`src/rtl/mult_xab_datapath.sv`:
```
// X/A/B register datapath for the signed shift-add multiplier: adder/subtractor, {X,A,B} shifter, shift counter.
// Build option MULT_PRODUCT_LATCH_EN: Product is a register captured on completion instead of a live {A,B} view.
module mult_xab_datapath #(
    parameter int WIDTH = 8
) (
    input  logic                 Clk,
    input  logic                 Reset,
    input  logic [WIDTH-1:0]     SW,
    input  logic                 ADD,
    input  logic                 SUB,
    input  logic                 SHIFTXAB,
    input  logic                 ClearXA,
    input  logic                 LoadB,
    output logic                 MBit,
    output logic                 Xval,
    output logic [WIDTH-1:0]     Aval,
    output logic [WIDTH-1:0]     Bval,
    output logic                 ProductValid,
    output logic [2*WIDTH-1:0]   Product
);

    localparam int CW = $clog2(WIDTH + 1);
    localparam logic [CW-1:0] CNT_FULL = CW'(WIDTH);
    localparam logic [CW-1:0] CNT_LAST = CW'(WIDTH - 1);

    logic                 x_q, x_d;
    logic [WIDTH-1:0]     a_q, a_d;
    logic [WIDTH-1:0]     b_q, b_d;
    logic [CW-1:0]        cnt_q, cnt_d;
    logic                 valid_q, valid_d;
    logic                 capture;

    logic [WIDTH:0]       a_ext;
    logic [WIDTH:0]       sw_ext;
    logic [WIDTH:0]       operand;
    logic [WIDTH:0]       sum;
    logic [WIDTH:0]       arith;

    // Both operands are sign-extended to WIDTH+1 bits so the sum never overflows and bit WIDTH is the true sign.
    assign a_ext   = {a_q[WIDTH-1], a_q};
    assign sw_ext  = {SW[WIDTH-1], SW};
    assign operand = SUB ? ~sw_ext : sw_ext;
    assign sum     = a_ext + operand + {{WIDTH{1'b0}}, SUB};
    assign arith   = (ADD || SUB) ? sum : {x_q, a_q};

    always_comb begin
        // NOTE: every signal gets its hold value first so no path through the branches can infer a latch.
        x_d     = x_q;
        a_d     = a_q;
        b_d     = b_q;
        cnt_d   = cnt_q;
        valid_d = valid_q;
        capture = 1'b0;

        if (ClearXA || LoadB) begin
            if (ClearXA) begin
                x_d = 1'b0;
                a_d = '0;
            end
            if (LoadB) begin
                b_d = SW;
            end
            cnt_d   = '0;
            valid_d = 1'b0;
        end else begin
            x_d = arith[WIDTH];
            a_d = arith[WIDTH-1:0];
            if (SHIFTXAB) begin
                a_d = {arith[WIDTH], arith[WIDTH-1:1]};
                b_d = {arith[0], b_q[WIDTH-1:1]};
                if (cnt_q != CNT_FULL) begin
                    cnt_d = cnt_q + 1'b1;
                end
                if (cnt_q == CNT_LAST) begin
                    valid_d = 1'b1;
                    capture = 1'b1;
                end
            end
        end
    end

    // NOTE: state registers use non-blocking assignments so every register samples pre-edge values.
    always_ff @(posedge Clk or posedge Reset) begin
        if (Reset) begin
            x_q     <= 1'b0;
            a_q     <= '0;
            b_q     <= '0;
            cnt_q   <= '0;
            valid_q <= 1'b0;
        end else begin
            x_q     <= x_d;
            a_q     <= a_d;
            b_q     <= b_d;
            cnt_q   <= cnt_d;
            valid_q <= valid_d;
        end
    end

`ifdef MULT_PRODUCT_LATCH_EN
    logic [2*WIDTH-1:0] prod_q, prod_d;

    assign prod_d = capture ? {a_d, b_d} : prod_q;

    always_ff @(posedge Clk or posedge Reset) begin
        if (Reset) begin
            prod_q <= '0;
        end else begin
            prod_q <= prod_d;
        end
    end

    assign Product = prod_q;
`else
    logic unused_capture;

    assign unused_capture = capture;
    assign Product        = {a_q, b_q};
`endif

    assign MBit         = b_q[0];
    assign Xval         = x_q;
    assign Aval         = a_q;
    assign Bval         = b_q;
    assign ProductValid = valid_q;

endmodule

```
`config.mk`:
```
export PLATFORM = sky130hd
export DESIGN_NAME = mult_xab_datapath
export DESIGN_NICKNAME = d
export VERILOG_FILES = /design/src/rtl/mult_xab_datapath.sv
export SDC_FILE = /design/constraint.sdc
export NUM_CORES = 1
export LEC_CHECK = 0
export ABC_AREA = 1
export ABC_CLOCK_PERIOD_IN_PS = 1750
export BUFFER_PORTS_ARGS = -buffer_cell sky130_fd_sc_hd__buf_2
export CORE_MARGIN = 3
export CORE_UTILIZATION = 30
export CTS_CLUSTER_DIAMETER = 100
export DETAILED_ROUTE_END_ITERATION = 12
export HOLD_SLACK_MARGIN = 0.1
export PLACE_DENSITY = 0.5
export SETUP_SLACK_MARGIN = 0.15
export SLEW_MARGIN = 10
export SYNTH_ARGS = -nofsm -noshare
export SYNTH_HDL_FRONTEND = slang
export SYNTH_SLANG_ARGS = --single-unit
```
`constraint.sdc`:
```
create_clock -name Clk -period 1.75 [get_ports Clk]
set_input_delay 0.175 -clock Clk [delete_from_list [all_inputs] [get_ports Clk]]
set_output_delay 0.175 -clock Clk [all_outputs]
set_load 0.03 [all_outputs]
```
## After elaboration in Yosys (flattened, before gate mapping)

Cells that the tools add are included.
Widths: inputs -> output; s select.

- Register bits: 22
- Memories kept: 0
- Memory bits (writable): 0
- ROM bits: 0
- Logic and storage cells: 37
- Output and inout port bits: 35
- Latch bits: 0
- Input port bits: 15

- Multipliers: 0
- Equality and inequality tests: 4
- Bitwise operators: 1
- $add $sub $neg: 3
- Muxes and demuxes: 16
- Divide/modulo/power cells: 0
- Reductions and logical operators: 8
- $lt $le $gt $ge: 0
- Shift operators: 0

Operators with widths:

| operator | count |
|---|---|
| $mux 8 | 6 |
| $mux 9 | 2 |
| $mux 4 | 3 |
| $add 9x1->9 | 1 |
| $add 9x9->9 | 1 |
| $not 9->9 | 1 |
| $reduce_and 2->1 | 3 |
| $reduce_bool 2->1 | 3 |
| $mux 1 | 5 |
| $add 4x1->4 const B | 1 |
| $eq 4x3->1 const B | 1 |
| $ne 2x2->1 const B | 2 |
| $ne 4x4->1 const B | 1 |
| $logic_or 1x1->1 | 2 |

## Depth between registers and ports, before layout

- Depth in word-level cells: 7
- Depth in mapped cells: 14
- Gate-level depth less buffers: 13

## Worst setup path after synthesis

No wires, ideal clock.

- Kind: reg-to-reg
- Start: register a_q[0], in the netlist Aval[0]
- End: register a_q[6], in the netlist Aval[6]
- Stages on the path, launching flop included: 13
- Setup time: 77 ps
- Slack: -58 ps
- Arrival time: 1731 ps
- Clock period less this slack: 1808 ps
- Required time: 1673 ps
- Path buffers: 0
- Cells stage by stage: dfrtp_1 > nand2_1 > nand2_2 > fa_1 > nand2_1 > nand2_1 > nand3_1 > nand2_1 > nand2_1 > nand3_1 > nand2_1 > a21oi_1 > a21oi_1

- Cells in the longest elaborated chain, start to end: 5

RTL lines:

| item | line | text |
|---|---|---|
| from (decl) | 27 | `logic [WIDTH-1:0] a_q, a_d;` |
| from (signal assigned) | 86 | `a_q <= '0;` |
| from (signal assigned) | 92 | `a_q <= a_d;` |
| $add 9x9->9 | 43 | `assign sum = a_ext + operand + {{WIDTH{1'b0}}, SUB};` |
| $add 9x1->9 | 43 |  |
| $mux 9 | 44 | `assign arith = (ADD \|\| SUB) ? sum : {x_q, a_q};` |
| $mux 8 | 68 | `if (SHIFTXAB) begin` |
| $mux 8 | 55 | `if (ClearXA \|\| LoadB) begin` |

No other way between the ends.
A chain may end at the register's enable or synchronous reset.

## Final worst setup path

Same ends and word-level chain as after synthesis.

==> metrics.cfg <==
[drt]
routed_via_density=4.650
drt_iter0_markers=57
postRouteAntennaNets=0
postRouteWirelength_um=4650
dr.pass1.iters=4
drc=0
vias=1646
wl_per_cell_um=13.14

[floorplan]
start_util_pct=31.38
fp.coreArea_um2=5574
rows=27
fp.dieArea_um2=6783
dieWidth_um=82.36
io_pins=50
die_h_um=82.36

[global_routing]
grt-ovfl-total=0
grt_pass1_wl_um=7652
grt_max_degree=23
antenna_found_initial=0
grtUsageTotal_pct=14.81
grt_pass1_vias=1583

[worst_setup_path]
slowest_stage=dfrtp_2
crit_path_max_fanout=3
startpoint=Aval[0]
crit_type=register to register
worst-path-buf-inv=0
arrival_ps=1910
rrSetupSlack_ps=50
max_stage_delay_ps=420
crit_top_cell=nand2_2
cp.required_ps=1960
path_delay_family=simple AND/OR/NAND/NOR gates
reg2reg_to=Aval[6]
worstSetupStartpointType=register
crit_path_end_kind=register
r2r_cells=12
r2r_start=Aval[0]
endpoint=Aval[6]
cp.depth=12
crit_chain=nand2_2, nand2_2, fa_2, nand2_2, nand2_2, nand3_2, nand2_1, nand2_1, nand3_1, nand2_2, a21oi_1, a21oi_1

[logic_synthesis]
synth.distinct_cells=32
yosys.area.top_type=dfrtp_1
synth_edf_count=0
synth_nets=258
syn_inst=233
syn-cell-area_um2=1749
ys_top_cells_by_count=nand2_1, dfrtp_1, inv_1
async_reset_ff_share_pct=100.0
synthFlopType=dfrtp_1
yosysMostFrequentCell=nand2_1
synthTopCellsByArea=dfrtp_1, nand2_1, buf_4
seq_area_frac_synth_pct=31.47
yosysTopAreaCellShare_pct=31.47
syn-mean-instance-area_um2=7.507
yosys_warnings=0
ys_ff_latch=22

[cts]
cts_tree=done
numCtsBuffers=3
htreeDepth=1
cts.clk_slew.worst_paths_ps=100
clk_latency_ps=270
clock_sinks=22
cts_max_path_buffers=2
cts_root_buffer=clkbuf_8

[sta]
slew_headroom_pct=79.67
finalMaxSlewViolations=0
finalHoldViolCount=0
setup_tns_ps=0
fmax_mhz=588.5
worstMarginPinSlew_ps=304.9
finalClockSkew_ps=9.917
min_period_over_period_pct=97.11
fin_crit_ps=1699
rsz0062_at_grt=true
setup_violations=0

[cells_and_area]
multi_input_area_um2=1011
drive_gt1_share_pct=38.65
diodes=0
ff_latch_area_um2=554.3
final_util_pct=39.80
nNetsFinal=308
final_cell_area_um2=2218
fill_cells=594
areaGrowthSynthToFinish_pct=26.82

[outcome]
run_status=finished, final reports clean

[power]
clkPwrFrac_pct=25.0
comb_power_share_pct=44.3
powerDensity_nw_per_um2=901.2
leakage_nw=1.154
seq_power_share_pct=30.7
fin_total_pwr_w=0.001999
p_int_w=0.001183
peakVddDrop_uv=333.1
switching_power_w=0.0008157
p_sw_share_pct=40.80

[place]
dp.final_hpwl_um=3570
port_buffers=49
place_area_um2=2053
routabilityCongestion=0.8617

[worst_hold_path]
worstHoldPathType=input pin to register

[job]
maxCapViolations=0

## cell families after synthesis
kind of cell             count (synthesis)  share of synthesized area (%)
AO/OA/AOI/OAI                           46                          14.52
flip-flops                              22                          31.47
adder cells (fa/ha/maj)                 10                          7.582
buffers and inverters                   46                          14.66
XOR/XNOR                                 9                          4.507
AND/OR/NAND/NOR                        100                          27.25
## layer usage
metal	vias to the layer above	global-route usage [%]	part of all wire, %
met4	0	3.488	0.58
met1	763	20.83	48
li1	845	-	-
met2	34	24.20	48
met5	-	0	0
met3	4	1.627	3.4
## power by group through the flow
stage / registers, W / logic, W / clock network (W)
after floorplan: 0.000718 / 0.000543 / 0
after global placement: 0.000624 / 0.000825 / 0
after detailed placement: 0.000626 / 0.000824 / 0
after CTS: 0.000618 / 0.000853 / 0.000518
after global routing: 0.000626 / 0.000987 / 0.000540
final: 0.000614 / 0.000885 / 0.000500
## cells in the final DEF (no fill, tap or decap), types with 2 or more instances in the layout
| cell | synthesis | routed |
|---|---|---|
| dfrtp_1 | 22 | 19 |
| a21oi_2 | 0 | 3 |
| o21ai_0 | 10 | 7 |
| o21ai_1 | 8 | 9 |
| nand2_2 | 3 | 10 |
| o21ai_2 | 0 | 2 |
| nor2_1 | 14 | 14 |
| clkbuf_8 | 0 | 3 |
| ha_4 | 0 | 2 |
| xor2_1 | 8 | 8 |
| nand3_1 | 16 | 15 |
| o21a_1 | 2 | 2 |
| nor2_4 | 5 | 5 |
| a21oi_1 | 16 | 13 |
| dfrtp_2 | 0 | 3 |
| a31oi_1 | 5 | 5 |
| o211ai_1 | 3 | 3 |
| inv_1 | 18 | 17 |
| buf_4 | 17 | 15 |
| inv_2 | 4 | 6 |
| buf_2 | 2 | 49 |
| nand2_1 | 55 | 48 |
| ha_1 | 9 | 7 |
| or2_2 | 2 | 2 |
## flip-flops by register name, summed over array words and instances, names as in the netlist
register      flops
Aval              8
Bval              8
ProductValid      1
Xval              1
cnt_q             4
## worst reg2reg max path, delay by kind of cell (launching register included)
kind	cells	cell delay [ps]
AND/OR/NAND/NOR	9	690
adder cells (fa/ha/maj)	1	350
flip-flops	1	420
AO/OA/AOI/OAI	2	190
## repair_timing
item                                   CTS  global route
endpoints found under the hold margin   22             0
hold buffers                             1             0
buffers inserted                         2             2
cloned                                   0             0
pin swaps                                9            14
gates resized for setup                  5            13
setup endpoints to repair                7             9
## area by class of cell
type / instances / area share [%]
clock inverters: 1 / 1.354
flip-flops and latches: 22 / 24.99
clock buffers: 3 / 1.861
multi-input cells: 165 / 45.57
well taps: 72 / 4.061
inverters: 24 / 4.174
repair buffers: 67 / 17.99
## worst min path at each step
stage	from	slack, ps	cells past startpoint	endpoint
5_1_grt	SW[2]	190	3	Bval[2]
6_report	SW[2]	180	3	Bval[2]
3_3_place_gp	Reset	230	3	cnt_q[1]
4_1_cts	SW[2]	180	3	Bval[2]
3_5_place_dp	Reset	240	3	cnt_q[3]
2_1_floorplan	Reset	160	1	Aval[3]
## metrics by stage
| step | setup WS [ps] | cells | hold slack [ps] |
|---|---|---|---|
| 6_report | 50.64 | 354 | 180.0 |
| 5_1_grt | -105.1 | 354 | 191.4 |
| 4_1_cts | 50.06 | 352 | 177.6 |
| 3_5_place_dp | -71.80 | 345 | 239.4 |
| 3_3_place_gp | -45.02 | 345 | 234.4 |
| 2_1_floorplan | 28.34 | 233 | 164.0 |
(Power assumes the default switching activity.)
